===== config.mk =====
export PLATFORM = sky130hd
export DESIGN_NAME = matrix_printer
export DESIGN_NICKNAME = d
export VERILOG_FILES = /design/src/rtl/matrix_printer.sv
export SDC_FILE = /design/constraint.sdc
export NUM_CORES = 1
export LEC_CHECK = 0
export BUFFER_PORTS_ARGS = -buffer_cell sky130_fd_sc_hd__clkbuf_2
export CORE_MARGIN = 2
export CORE_UTILIZATION = 35
export CTS_CLUSTER_SIZE = 8
export DETAILED_ROUTE_END_ITERATION = 10
export PLACE_DENSITY = 0.64
export SYNTH_ARGS = -nofsm -noshare
export SYNTH_HDL_FRONTEND = slang
export SYNTH_SLANG_ARGS = --single-unit

===== constraint.sdc =====
create_clock -name clk -period 3.75 [get_ports clk]
set_clock_uncertainty 0.05 [all_clocks]
set_input_delay 0.5625 -clock clk [delete_from_list [all_inputs] [get_ports clk]]
set_output_delay 0.5625 -clock clk [all_outputs]
set_load 0.02 [all_outputs]

===== src/rtl/matrix_printer.sv =====
// Reads a stored matrix row-major and streams it as ASCII decimal text
// (space between columns, CR LF per row) over a valid/ready byte port.
//
// state      | meaning
// S_IDLE     | waiting for start; latched request and indices held
// S_CHECK    | one cycle to sample the selected slot-valid flag
// S_RD_REQ   | rd_en high for this single cycle
// S_RD_WAIT  | waiting for rd_elem_valid, bounded by timer_q
// S_SEND_DIG | presenting decimal digits, most significant first
// S_SEND_SEP | presenting the column separator (space)
// S_SEND_CR  | presenting carriage return
// S_SEND_LF  | presenting line feed
// S_DONE     | done pulse, back to idle
module matrix_printer #(
  parameter int MAX_DIM    = 5,
  parameter int ELEM_WIDTH = 8,
  parameter int DIM_BITS   = 3
) (
  input  logic                  clk,
  input  logic                  rst,
  input  logic                  start,
  input  logic [3:0]            m,
  input  logic [3:0]            n,
  input  logic                  slot_idx,
  output logic                  busy,
  output logic                  done,
  output logic                  err,
  output logic [3:0]            query_m,
  output logic [3:0]            query_n,
  input  logic                  query_slot0_valid,
  input  logic                  query_slot1_valid,
  output logic                  rd_en,
  output logic [3:0]            rd_m,
  output logic [3:0]            rd_n,
  output logic                  rd_slot_idx,
  output logic [DIM_BITS-1:0]   rd_row_idx,
  output logic [DIM_BITS-1:0]   rd_col_idx,
  input  logic [ELEM_WIDTH-1:0] rd_elem,
  input  logic                  rd_elem_valid,
  output logic [7:0]            tx_data,
  output logic                  tx_valid,
  input  logic                  tx_ready
);

  typedef enum logic [3:0] {
    S_IDLE, S_CHECK, S_RD_REQ, S_RD_WAIT, S_SEND_DIG,
    S_SEND_SEP, S_SEND_CR, S_SEND_LF, S_DONE
  } state_t;

  localparam logic [3:0] MAX_DIM_L = 4'(MAX_DIM);

  state_t                state_q;
  logic                  busy_q, done_q, err_q, rd_en_q, tx_valid_q;
  logic [3:0]            m_q, n_q;
  logic                  slot_q;
  logic [DIM_BITS-1:0]   row_q, col_q;
  logic [ELEM_WIDTH-1:0] elem_q;
  logic [1:0]            dig_q;
  logic [1:0]            timer_q;
  logic [7:0]            tx_data_q;

  // Digit index: 0 = hundreds, 1 = tens, 2 = ones.
  function automatic logic [3:0] dec_digit(input logic [ELEM_WIDTH-1:0] v,
                                           input logic [1:0] idx);
    case (idx)
      2'd0:    return 4'(v / ELEM_WIDTH'(100));
      2'd1:    return 4'((v / ELEM_WIDTH'(10)) % ELEM_WIDTH'(10));
      default: return 4'(v % ELEM_WIDTH'(10));
    endcase
  endfunction

  function automatic logic [1:0] first_dig(input logic [ELEM_WIDTH-1:0] v);
    if (v >= ELEM_WIDTH'(100)) return 2'd0;
    else if (v >= ELEM_WIDTH'(10)) return 2'd1;
    else return 2'd2;
  endfunction

  function automatic logic [7:0] ascii(input logic [ELEM_WIDTH-1:0] v,
                                       input logic [1:0] idx);
    return 8'h30 + {4'h0, dec_digit(v, idx)};
  endfunction

  always_ff @(posedge clk or negedge rst) begin
    if (!rst) begin
      state_q    <= S_IDLE;
      busy_q     <= 1'b0;
      done_q     <= 1'b0;
      err_q      <= 1'b0;
      rd_en_q    <= 1'b0;
      tx_valid_q <= 1'b0;
      tx_data_q  <= '0;
      m_q        <= '0;
      n_q        <= '0;
      slot_q     <= 1'b0;
      row_q      <= '0;
      col_q      <= '0;
      elem_q     <= '0;
      dig_q      <= '0;
      timer_q    <= '0;
    end else begin
      done_q  <= 1'b0;
      err_q   <= 1'b0;
      rd_en_q <= 1'b0;
      case (state_q)
        S_IDLE: if (start) begin
          m_q    <= m;
          n_q    <= n;
          slot_q <= slot_idx;
          row_q  <= '0;
          col_q  <= '0;
          if (m == 4'd0 || m > MAX_DIM_L || n == 4'd0 || n > MAX_DIM_L) begin
            err_q <= 1'b1;
          end else begin
            busy_q  <= 1'b1;
            state_q <= S_CHECK;
          end
        end
        S_CHECK: begin
          if (slot_q ? query_slot1_valid : query_slot0_valid) begin
            rd_en_q <= 1'b1;
            state_q <= S_RD_REQ;
          end else begin
            err_q   <= 1'b1;
            busy_q  <= 1'b0;
            state_q <= S_IDLE;
          end
        end
        S_RD_REQ: begin
          // Four wait cycles after the rd_en cycle before giving up.
          timer_q <= 2'd3;
          state_q <= S_RD_WAIT;
        end
        S_RD_WAIT: begin
          if (rd_elem_valid) begin
            elem_q     <= rd_elem;
            dig_q      <= first_dig(rd_elem);
            tx_data_q  <= ascii(rd_elem, first_dig(rd_elem));
            tx_valid_q <= 1'b1;
            state_q    <= S_SEND_DIG;
          end else if (timer_q == 2'd0) begin
            err_q   <= 1'b1;
            busy_q  <= 1'b0;
            state_q <= S_IDLE;
          end else begin
            timer_q <= timer_q - 2'd1;
          end
        end
        S_SEND_DIG: if (tx_ready) begin
          if (dig_q == 2'd2) begin
            if (4'(col_q) < n_q - 4'd1) begin
              tx_data_q <= 8'h20;
              state_q   <= S_SEND_SEP;
            end else begin
              tx_data_q <= 8'h0D;
              state_q   <= S_SEND_CR;
            end
          end else begin
            dig_q     <= dig_q + 2'd1;
            tx_data_q <= ascii(elem_q, dig_q + 2'd1);
          end
        end
        S_SEND_SEP: if (tx_ready) begin
          tx_valid_q <= 1'b0;
          col_q      <= col_q + 1'b1;
          rd_en_q    <= 1'b1;
          state_q    <= S_RD_REQ;
        end
        S_SEND_CR: if (tx_ready) begin
          tx_data_q <= 8'h0A;
          state_q   <= S_SEND_LF;
        end
        S_SEND_LF: if (tx_ready) begin
          tx_valid_q <= 1'b0;
          if (4'(row_q) < m_q - 4'd1) begin
            row_q   <= row_q + 1'b1;
            col_q   <= '0;
            rd_en_q <= 1'b1;
            state_q <= S_RD_REQ;
          end else begin
            done_q  <= 1'b1;
            busy_q  <= 1'b0;
            state_q <= S_DONE;
          end
        end
        S_DONE:  state_q <= S_IDLE;
        default: state_q <= S_IDLE;
      endcase
    end
  end

  assign busy        = busy_q;
  assign done        = done_q;
  assign err         = err_q;
  assign query_m     = m_q;
  assign query_n     = n_q;
  assign rd_en       = rd_en_q;
  assign rd_m        = m_q;
  assign rd_n        = n_q;
  assign rd_slot_idx = slot_q;
  assign rd_row_idx  = row_q;
  assign rd_col_idx  = col_q;
  assign tx_data     = tx_data_q;
  assign tx_valid    = tx_valid_q;

endmodule


==> impl_metrics.csv <==
group,metric,value,unit
worst_hold_path,hold_class,"in2async",
synthesis,ys_ff_latch,42,
global_routing,grt_pass1_vias,3952,
routing,vias,4096,
clock_network,cts_resized,0,
placement,dpl.hpwl,8080,um
critical_path,critical_path_arrival,3.26,ns
sta,rsz0062_at_grt,"false",
die,die_h,112,um
clock_network,cts.clk_slew.worst_paths,0.06,ns
synthesis,synth_ff_type,"dfrtp_1",
pwr,ir_worst_vdd,0.000632,V
placement,io_buffers,57,
routing,drcViolationCount,0,
die,die_w,112,um
critical_path,crit_path_start,"elem_q[5]",
layout,num-fill-cells,1195,
sta,hold_viol,0,
layout,num-nets-final,599,
clock_network,cts_buffers,5,
synthesis,synth_area,0.00410,sq mm
synthesis,async_reset_ff_share,100,%
synthesis,ys_seq_area_share,25.6,%
synthesis,yosys_warnings,0,
layout,layout.area.seq,0.00105,sq mm
clock_network,clk_path_buf_depth,2,
critical_path,critical_path_class,"reg2reg",
die,dieArea,0.0126,sq mm
clock_network,postCtsHoldBufs,0,
global_routing,grt_pass1_wl,18600,um
critical_path,reg2reg_to,"tx_data[2]",
pwr,cellLeakagePower,1.92,nW
sta,relSlewSlack,30.1,%
die,start_util,35.9,%
routing,wirelength,10900,um
sta,fmax,316,MHz
routing,viasPerCell,5.83,
sta,setup_viol,0,
synthesis,synth.most_common_cell,"nand2_1",
critical_path,cp.required,3.85,ns
critical_path,crit_fanout,21,
layout,multiInputGateArea,0.00268,sq mm
critical_path,cp-end-kind,"register",
critical_path,worstReg2RegStart,"elem_q[5]",
layout,utilization,39.7,%
critical_path,reg2regPathDepth,11,
synthesis,synthTopCellsByArea,"dfrtp_1 (26%), o21ai_0 (5.4%), nand2_1 (5.1%), ha_1 (4.9%), a21oi_1 (3.7%)",
global_routing,overflow,0,
synthesis,netlist_instances,532,
die,rows,39,
sta,maxSlewViolCount,0,
clock_network,cts-root-buf,"clkbuf_16",
sta,tightest_slew,1.05,ns
sta,finalCritPeriodShare,84.3,%
synthesis,synth_common_cells,"nand2_1 (56), o21ai_0 (44), dfrtp_1 (42), nor2_1 (40), a21oi_1 (30)",
clock_network,cts_setup_buffers,0,
pwr,power_density,831,mW/mm^2
run_status,status,"finished clean",
routing,dr.pass1.iters,5,
run,maxCapViolCount,0,
synthesis,synthDistinctLibCells,76,
routing,wl_per_cell,15.5,um
synthesis,synth_top_area_share,25.6,%
global_routing,track_usage,17.2,%
clock_network,cts_tree,"built",
clock_network,clock_latency,0.28,ns
die,core_area,0.0114,sq mm
clock_network,cts_sinks,42,
sta,fin_setup_tns,0,ns
synthesis,synth.avg_cell_area,7.71,sq um
synthesis,synth_edf_count,0,
global_routing,grt_antenna_before_repair,0,
sta,period_minus_slack,3.16,ns
placement,gp_congestion,0.885,
routing,drt-initial-drc-count,314,
critical_path,ff2ff_setup_slack,0.59,ns
critical_path,startpoint_type,"register",
layout,syn_to_final_growth,10.6,%
layout,n_antenna_cell,0,
routing,ant_nets,0,
critical_path,cp-endpoint,"tx_data[2]",
die,num_io_pins,60,
clock_network,cts_max_level,2,
layout,drive_gt1_share,17.7,%
global_routing,grt_max_degree,43,
synthesis,yosysTopAreaCell,"dfrtp_1",
==> cell type report <==
cell class	instances	area share, %
Multi-Input combinational cell	416	59.2
Sequential cell	42	23.2
Timing Repair Buffer	65	7.62
Tap cell	143	3.95
Clock buffer	6	2.84
Inverter	29	2.40
Clock inverter	2	0.828
==> cells in the final DEF, fill, tap and decap left out, types with 4 or more instances in the layout <==
master	n
clkbuf_2	57
nand2_1	56
o21ai_0	44
dfrtp_1	42
nor2_1	40
a21oi_1	30
inv_1	25
ha_1	16
nor3_1	15
nand3_1	14
o211ai_1	12
o21a_1	10
nor2b_1	10
o31ai_1	10
mux2_2	10
o22ai_1	9
xnor2_1	9
a31oi_1	8
nor3b_1	8
buf_4	8
and2_1	7
o21ai_1	6
nand2b_1	6
or3_1	6
a22oi_1	5
a211oi_1	5
a21o_1	5
o22a_1	5
clkbuf_16	5
nand4_1	4
==> power breakdown <==
| part | switching (W) | leakage (nW) | internal, W |
|---|---|---|---|
| clock network | 0.000173 | 0.0771 | 0.000314 |
| registers | 0.000358 | 0.522 | 0.000633 |
| logic | 0.00132 | 1.32 | 0.000965 |
| total | 0.00185 | 1.92 | 0.00191 |
==> per-layer routing <==
metal,vias to the layer above,GRT usage (%),wire (um)
met1,1924,22.1,4750
met5,-,0,0
met3,18,2.05,614
met2,160,30.4,5340
met4,0,4.96,190
li1,1994,-,-
==> through the flow <==
| stage | total power, W | instances | worst slack, ns | area, sq um | hold WS [ns] |
|---|---|---|---|---|---|
| final | 0.00377 | 703 | 0.589 | 4530 | 0.407 |
| after global routing | 0.00410 | 703 | 0.315 | 4530 | 0.448 |
| after CTS | 0.00378 | 703 | 0.596 | 4530 | 0.439 |
| after detailed placement | 0.00327 | 695 | 0.548 | 4370 | 0.424 |
| after global placement | 0.00320 | 695 | 0.598 | 4370 | 0.417 |
| after floorplan | 0.00280 | 533 | 0.973 | 4100 | 0.217 |
==> flip-flops by register name, summed over array words and instances, names as in the netlist, 2 cells and up <==
register    flops
elem_q          8
tx_data         6
state_q         4
query_n         4
query_m         4
dig_q           2
timer_q         2
rd_col_idx      3
rd_row_idx      3
==> worst max-delay path, cell delays in order (launching register included) <==
cell and delay, ns:
dfrtp_1 0.78, nor2b_1 0.35, a21oi_1 0.12, o31ai_1 0.28, a221oi_2 0.14, ha_1 0.26
nand2_1 0.07, a31oi_1 0.09, o22ai_1 0.34, o21ai_1 0.12, a221oi_1 0.30, o31ai_1 0.12
==> cell families (layout without fill, tap and decap cells) <==
| group | count (synthesis) | in the layout | synth area share [%] |
|---|---|---|---|
| mux | 13 | 13 | 3.48 |
| xor+xnor | 11 | 11 | 2.35 |
| simple gates | 185 | 185 | 22.7 |
| fa+ha+maj | 17 | 17 | 5.13 |
| other cells | 1 | 2 | 0.0915 |
| flops | 42 | 42 | 25.6 |
| compound gates | 188 | 188 | 31.6 |
| buf+inv | 75 | 102 | 9.03 |
==> worst min path at each step <==
| stage | endpoint | slack [ns] |
|---|---|---|
| 3_5_place_dp | elem_q[0] | 0.42 |
| 2_1_floorplan | busy | 0.22 |
| 3_3_place_gp | elem_q[0] | 0.42 |
| 5_1_grt | elem_q[0] | 0.45 |
| 6_report | query_n[0] | 0.41 |
| 4_1_cts | elem_q[0] | 0.44 |
No activity file was read; power rests on OpenSTA's default activity.
